--- config.mk ---
export PLATFORM = sky130hd
export DESIGN_NAME = serial_link_scheduler
export DESIGN_NICKNAME = d
export VERILOG_FILES = /design/src/rtl/serial_link_scheduler.sv
export SDC_FILE = /design/constraint.sdc
export NUM_CORES = 1
export LEC_CHECK = 0
export CORE_ASPECT_RATIO = 0.75
export CORE_UTILIZATION = 27
export DETAILED_ROUTE_END_ITERATION = 10
export GPL_ROUTABILITY_DRIVEN = 0
export GPL_TIMING_DRIVEN = 0
export PLACE_DENSITY_LB_ADDON = 0.05
export SKIP_LAST_GASP = 1
export SLEW_MARGIN = 10
export SYNTH_ARGS = -nofsm -noshare
export SYNTH_HDL_FRONTEND = slang
export SYNTH_SLANG_ARGS = --single-unit
--- constraint.sdc ---
create_clock -name Ten_MHz_input -period 2.55 [get_ports Ten_MHz_input]
set_clock_uncertainty 0.15 [all_clocks]
set_input_delay 0.255 -clock Ten_MHz_input [delete_from_list [all_inputs] [get_ports Ten_MHz_input]]
set_output_delay 0.255 -clock Ten_MHz_input [all_outputs]
set_load 0.05 [all_outputs]
--- src/rtl/serial_link_scheduler.sv ---
// Round-robin arbiter and one-wire serial framer: grants one requester per trigger edge, then setup, payload, gap.
// Optional even-parity trailer bit when SERIAL_SCHED_PARITY_EN is defined.
module serial_link_scheduler #(
    parameter int NUM_REQ      = 4,
    parameter int WORD_W       = 18,
    parameter int SETUP_CYCLES = 1000,
    parameter int GAP_CYCLES   = 1000
) (
    input  logic                        Ten_MHz_input,
    input  logic                        reset_n,
    input  logic                        trigger,
    input  logic [NUM_REQ-1:0]          req,
    input  logic [NUM_REQ*WORD_W-1:0]   words,
    output logic [NUM_REQ-1:0]          ack,
    output logic                        data_out_1_bit,
    output logic                        dflag,
    output logic                        busy,
    output logic [$clog2(NUM_REQ)-1:0]  active_id,
    output logic                        overrun
);
    localparam int ID_W    = $clog2(NUM_REQ);
    localparam int MAX_A   = (SETUP_CYCLES > GAP_CYCLES) ? SETUP_CYCLES : GAP_CYCLES;
    localparam int CNT_MAX = (MAX_A > WORD_W) ? MAX_A : WORD_W;
    localparam int CNT_W   = $clog2(CNT_MAX + 1);

    typedef enum logic [2:0] {IDLE, SETUP, SEND, PAR, GAP} state_t;

    state_t              state_reg, state_next;
    logic [CNT_W-1:0]    cnt_reg, cnt_next;
    logic [WORD_W-1:0]   shift_reg, shift_next;
    logic [ID_W-1:0]     last_grant_reg, last_grant_next;
    logic [ID_W-1:0]     active_id_reg, active_id_next;
    logic [NUM_REQ-1:0]  ack_reg, ack_next;
    logic                data_reg, data_next;
    logic                dflag_reg, dflag_next;
    logic                busy_reg;
    logic                overrun_reg, overrun_next;
    logic [2:0]          sync_reg;
    logic                trig_edge;
    logic                grant_found;
    logic [ID_W-1:0]     grant_id;
    int                  cand;
`ifdef SERIAL_SCHED_PARITY_EN
    logic                parity_reg, parity_next;
`endif

    logic [WORD_W-1:0] word_arr [NUM_REQ];
    for (genvar gi = 0; gi < NUM_REQ; gi++) begin : g_word
        assign word_arr[gi] = words[gi*WORD_W +: WORD_W];
    end

    assign trig_edge = sync_reg[1] & ~sync_reg[2];

    // Descending scan so the candidate closest after last_grant is assigned last and wins.
    always_comb begin
        grant_found = 1'b0;
        grant_id    = '0;
        cand        = 0;
        for (int i = NUM_REQ; i >= 1; i--) begin
            cand = int'(last_grant_reg) + i;
            if (cand >= NUM_REQ) cand = cand - NUM_REQ;
            if (req[cand[ID_W-1:0]]) begin
                grant_found = 1'b1;
                grant_id    = cand[ID_W-1:0];
            end
        end
    end

    always_comb begin
        state_next      = state_reg;
        cnt_next        = cnt_reg;
        shift_next      = shift_reg;
        last_grant_next = last_grant_reg;
        active_id_next  = active_id_reg;
        ack_next        = '0;
        data_next       = 1'b0;
        dflag_next      = 1'b0;
        overrun_next    = 1'b0;
`ifdef SERIAL_SCHED_PARITY_EN
        parity_next     = parity_reg;
`endif
        case (state_reg)
            IDLE: begin
                if (trig_edge && grant_found) begin
                    state_next         = SETUP;
                    cnt_next           = CNT_W'(SETUP_CYCLES - 1);
                    shift_next         = word_arr[grant_id];
                    active_id_next     = grant_id;
                    last_grant_next    = grant_id;
                    ack_next[grant_id] = 1'b1;
`ifdef SERIAL_SCHED_PARITY_EN
                    parity_next        = ^word_arr[grant_id];
`endif
                end
            end
            SETUP: begin
                if (cnt_reg == '0) begin
                    state_next = SEND;
                    cnt_next   = CNT_W'(WORD_W - 1);
                    data_next  = shift_reg[0];
                    dflag_next = 1'b1;
                    shift_next = shift_reg >> 1;
                end else begin
                    cnt_next = cnt_reg - CNT_W'(1);
                end
            end
            SEND: begin
                if (cnt_reg == '0) begin
`ifdef SERIAL_SCHED_PARITY_EN
                    state_next = PAR;
                    data_next  = parity_reg;
                    dflag_next = 1'b1;
`else
                    state_next = GAP;
                    cnt_next   = CNT_W'(GAP_CYCLES - 1);
`endif
                end else begin
                    data_next  = shift_reg[0];
                    dflag_next = 1'b1;
                    shift_next = shift_reg >> 1;
                    cnt_next   = cnt_reg - CNT_W'(1);
                end
            end
            PAR: begin
                state_next = GAP;
                cnt_next   = CNT_W'(GAP_CYCLES - 1);
            end
            GAP: begin
                if (cnt_reg == '0) state_next = IDLE;
                else               cnt_next   = cnt_reg - CNT_W'(1);
            end
            default: state_next = IDLE;
        endcase
        // Edges arriving while a frame is in flight are reported and discarded.
        if (trig_edge && state_reg != IDLE) overrun_next = 1'b1;
    end

    always_ff @(posedge Ten_MHz_input or negedge reset_n) begin
        if (!reset_n) begin
            state_reg      <= IDLE;
            cnt_reg        <= '0;
            shift_reg      <= '0;
            last_grant_reg <= ID_W'(NUM_REQ - 1);
            active_id_reg  <= '0;
            ack_reg        <= '0;
            data_reg       <= 1'b0;
            dflag_reg      <= 1'b0;
            busy_reg       <= 1'b0;
            overrun_reg    <= 1'b0;
            sync_reg       <= '0;
`ifdef SERIAL_SCHED_PARITY_EN
            parity_reg     <= 1'b0;
`endif
        end else begin
            state_reg      <= state_next;
            cnt_reg        <= cnt_next;
            shift_reg      <= shift_next;
            last_grant_reg <= last_grant_next;
            active_id_reg  <= active_id_next;
            ack_reg        <= ack_next;
            data_reg       <= data_next;
            dflag_reg      <= dflag_next;
            busy_reg       <= (state_next != IDLE);
            overrun_reg    <= overrun_next;
            sync_reg       <= {sync_reg[1:0], trigger};
`ifdef SERIAL_SCHED_PARITY_EN
            parity_reg     <= parity_next;
`endif
        end
    end

    assign ack            = ack_reg;
    assign data_out_1_bit = data_reg;
    assign dflag          = dflag_reg;
    assign busy           = busy_reg;
    assign active_id      = active_id_reg;
    assign overrun        = overrun_reg;
endmodule

* Yosys cells after proc, flatten, opt, wreduce, memory -nomap -nowiden
Cells that the tools add are included.
Storage, ports and cells: bits in latches 0, ROM bits 0, output and inout bits 10, memory bits (writable) 0, logic and storage cells 102, memories 0, register bits 46
Cells by class: shift-type cells 0, reduce and logical (&&, ||, !) cells 12, equality and inequality tests 8, div/mod/pow operators 0, bitwise logic cells 3, mux-type cells 48, add/subtract/negate cells 9, multiply operators 0, order comparisons 11
Operators by type and width (count):
- 18-bit two-way mux | 5
- 18-bit one-hot mux with 3 select lines | 1
- 10-bit one-hot mux with 5 select lines | 1
- 10-bit two-way mux | 4
- 18-bit binary-select mux with 2-bit select | 1
- 2-bit two-way mux | 8
- 2-bit by 3-bit less-than comparator with 1-bit output, second input constant | 5
- 3-bit one-hot mux with 5 select lines | 1
- 1-bit two-way mux | 14
- 3-bit >= comparator, second input constant | 4
- 3-bit two-way mux | 4
- 10-bit zero test | 1
- 10-bit by 1-bit subtractor with 10-bit output, second input constant | 1
- 3-bit nonzero test | 3
- 1-bit binary-select mux with 2-bit select | 4
- 4-bit two-way mux | 2
- 2-bit inequality test, second input constant | 4
- 2-bit by 1-bit subtractor with 2-bit output, second input constant | 4
- 2-bit by 2-bit adder with 3-bit output, second input constant | 2
- 3-bit by 2-bit == test with 1-bit output, second input constant | 2
- 5-bit nonzero test | 1
- 2-bit by 3-bit adder with 4-bit output, second input constant | 1
- 4-bit by 3-bit >= comparator with 1-bit output, second input constant | 1
- 1-bit one-hot mux with 2 select lines | 2
- 13 further kinds | 15

* Longest topological paths before layout
depth in word-level cells 15, depth in mapped cells 9, depth with buffers taken out 7

* Worst setup path after synthesis
No wires, ideal clock.
path type input -> register, from input port cnt_reg[0], to register shift_reg[17], stages on the path 9, path slack 0.177 ns, data required time 2.274 ns, arrival 2.097 ns, buffers on the path 2, library setup time 0.126 ns, cells stage by stage dfrtp_1 -> inv_1 -> ha_1 -> and2b_1 -> and3_2 -> a2111o_1 -> buf_6 -> buf_12 -> a221o_1
On the way: cells in the longest elaborated chain, start to end 3, elaborated cells between the ends (all ways) 4, classes of those cells eq/ne (2); reduce/logical (2)
Ends and longest elaborated chain:
- start, declared | line 29 | logic [CNT_W-1:0] cnt_reg, cnt_next;
- 10-bit zero test (*) | line 97, 108
- 2-bit inequality test (no line)
- 4-bit AND reduction (no line) (*)
- end signal, assigned | line 157 | shift_reg <= shift_next;
- end, declared | line 30 | logic [WORD_W-1:0] shift_reg, shift_next;
Every way passes the cells marked *; elsewhere a longest branch is shown, timed or not. A chain may end at the register's enable or synchronous reset.

* Final worst setup path
from input port cnt_reg[5], to register shift_reg[2]
The elaborated chain is that of the path after synthesis.

==> impl_metrics.ini <==
[detailed_routing]
via_count = 2557
drt_iter0_markers = 148
routed_wirelength_um = 8293
viasPerCell = 4.955
post_drt_wl_per_cell_um = 16.07
drt_pass1_iterations = 4
antenna_violating_nets_post_route = 0
drc = 0

[cells_and_area]
nFillCells = 1052
drive_gt1_share_pct = 14.32
nets = 464
area_delta_synth_final_pct = 44.87
largest_register_ffs = 18
n_antenna_cell = 0

[logic_synthesis]
synth_async_sr_flop_share_pct = 100.0
synth_sequential_area_ratio_pct = 40.76
syn_area_sq_um = 2830
syn-num-nets = 365
synth-main-ff-cell = dfrtp_1
post_synth_inst_count = 284
postSynthRegisterBits = 46
synth_warnings = 0
synth_edf_count = 0
postSynthAreaPerCell_sq_um = 9.966
count_of_distinct_cell_types_in_the_synthesized_netlist = 49

[die]
die_y_um = 90.67
die-width_um = 120.2
i_o_pin_count = 89
core_region_area_sq_um = 9930
core.rowCount = 31
floorplan.initialDensity_pct = 28.50
die_area_sq_um = 10900

[timing]
final_hold_viol_count = 0
finalSetupTns_ns = 0
layout_setup_ws_ns = 0.07386
transition_time_at_the_pin_with_the_least_slew_margin_ns = 0.8167
setup_viol = 0
rsz0062_at_grt = yes
post-route-period-util_pct = 97.10
clock.fmax_mhz = 403.9
fin_crit_ns = 2.476
timing.slew.headroom_pct = 45.14
holdWs_ns = 0.1987
slew_violations = 0

[clocking]
cts.root.buffer_cell = clkbuf_16
cts_buffers = 5
ctsHtreeMaxLevel = 2
cts_tree = done
clkSlewWorstSetupHoldPaths_ns = 0.06
max-clock-path-buffers = 2
clock_latency_ns = 0.29
tritoncts_num_sinks = 46

[global_route]
antenna_found_initial = 0
grt-ovfl-total = 0
grt_pass1_vias = 2615
grt_pass1_wl_um = 13410
grt_max_degree = 30
global_route.usage.total_pct = 15.85

[pwr]
report.power.total_mw = 3.176
leakage_power_figure_nw = 1.788
power.density_nw_per_um2 = 774.6
max-vdd-ir-drop_v = 0.0002494

[place]
place_ws_ns = -0.5398
dpl.hpwl_um = 6120
placement.io_buffers = 88

[setup_path]
worst-endpoint-arrival_ns = 2.50
timing.critical_path.slowest_cell_delay_ns = 0.49
setup.worst_path.start_class = flip-flop
critical_path_origin = cnt_reg[5]$_DFFE_PN0P_
crit_path_cells = nor4_4 -> a31oi_1 -> a2111o_1 -> buf_6 -> buf_12 -> mux2i_1 -> a221oi_1
critical_path_required_ns = 2.58
path_max_fanout = 10
worst-r2r-setup-slack_ns = 0.07
worstReg2RegStart = cnt_reg[5]$_DFFE_PN0P_
timing.critical_path.slowest_stage_cell = nor4_4
crit_path_end_kind = flip-flop
critPathKind = reg -> reg

[min_path]
min-delay-path-class = reg -> reg
worstHoldStart = sync_reg[0]$_DFF_PN0_

[status]
outcome = complete, no violations

[job]
timing.max_cap.violations = 0
per-stage QoR:
step	utilization (%)	area (sq um)	std cells
2_1_floorplan	-	2830	284
3_3_place_gp	39.04	3876	504
3_5_place_dp	39.19	3891	505
4_1_cts	40.91	4063	515
5_1_grt	41.29	4100	516
6_report	41.29	4100	516
path summary, 6_finish.rpt:
kind,cells after the start,end
setup / recovery,7,shift_reg[2]$_DFFE_PN0P_
hold / removal,0,sync_reg[1]$_DFF_PN0_
setup reg to reg,7,shift_reg[2]$_DFFE_PN0P_
hold reg to reg,0,sync_reg[1]$_DFF_PN0_
max in group asynchronous,3,last_grant_reg[0]$_DFFE_PN1P_
min in group asynchronous,2,cnt_reg[9]$_DFFE_PN0P_
routing by layer:
metal / wire length (um) / up-vias / global-route usage [%]
met5: 0 / - / 0
met4: 85 / 0 / 4.733
met3: 519 / 8 / 3.977
met2: 3377 / 77 / 21.84
met1: 4310 / 1204 / 23.87
li1: - / 1268 / -
placed cells by master (no fill, tap or decap), types with 10 or more instances in the layout:
master / count
clkdlybuf4s50_1: 87
mux2i_1: 53
dfrtp_1: 42
nor2_1: 19
or2_2: 18
a221oi_1: 16
a21oi_1: 15
nand2_1: 11
o21ai_0: 10
repair_timing:
| item | CTS | global route |
|---|---|---|
| resized for setup | 4 | 11 |
| setup endpoints to repair | 11 | 21 |
| hold buffers | 1 | 0 |
| setup buffers | 1 | 1 |
| endpoints found under the hold margin | 16 | 0 |
Yosys cell counts, types with 3 or more instances:
cell type / count / area (sq um)
mux2i_1: 53 / 530.5
or3_1: 3 / 18.77
nor4_1: 4 / 25.02
buf_2: 3 / 15.01
o21ai_0: 10 / 50.05
nand3_1: 4 / 20.02
nor2_1: 20 / 75.07
inv_1: 6 / 22.52
nand2b_1: 7 / 43.79
dfrtp_1: 44 / 1101
o21a_1: 3 / 22.52
clkbuf_1: 10 / 37.54
a21oi_1: 15 / 75.07
or2_2: 18 / 112.6
o22ai_1: 4 / 25.02
a221oi_1: 17 / 148.9
nor3_1: 9 / 45.04
a211oi_1: 4 / 30.03
a31oi_1: 4 / 25.02
nand2_1: 12 / 45.04
critical path, delay by kind of cell (launching register included):
family	cells	cell delay, ns
simple gates	1	0.49
flops	1	0.43
compound gates	3	0.84
mux	1	0.12
buf+inv	2	0.32
power by group:
| group | switching, mW | internal [mW] | total (mW) |
|---|---|---|---|
| sequential | 0.173 | 0.971 | 1.14 |
| clock | 0.283 | 0.364 | 0.647 |
| combinational | 0.684 | 0.701 | 1.38 |
| total | 1.14 | 2.04 | 3.18 |
logic make-up (layout without fill, tap and decap cells):
| group | Yosys count | after routing | share of synthesized area [%] |
|---|---|---|---|
| and+or+nand+nor | 87 | 87 | 17.02 |
| DFF | 46 | 46 | 40.76 |
| muxes | 54 | 54 | 19.14 |
| xor gates and xnor gates | 3 | 3 | 0.9286 |
| buffers and inverters | 22 | 122 | 3.890 |
| AOI/OAI and AO/OA | 70 | 70 | 17.37 |
| adders and majority gates | 2 | 2 | 0.8840 |
layout make-up:
type	instances	area [sq um]	share of cell area, %
buffer	16	91.34	2.228
clock buffer	6	128.9	3.143
clock inverter	2	13.76	0.3357
inverter	6	22.52	0.5493
multi-input combinational	216	1602	39.06
sequential	46	1156	28.20
tap	132	165.2	4.028
timing repair buffer	92	920.9	22.46
No activity file was read; power rests on OpenSTA's default activity.
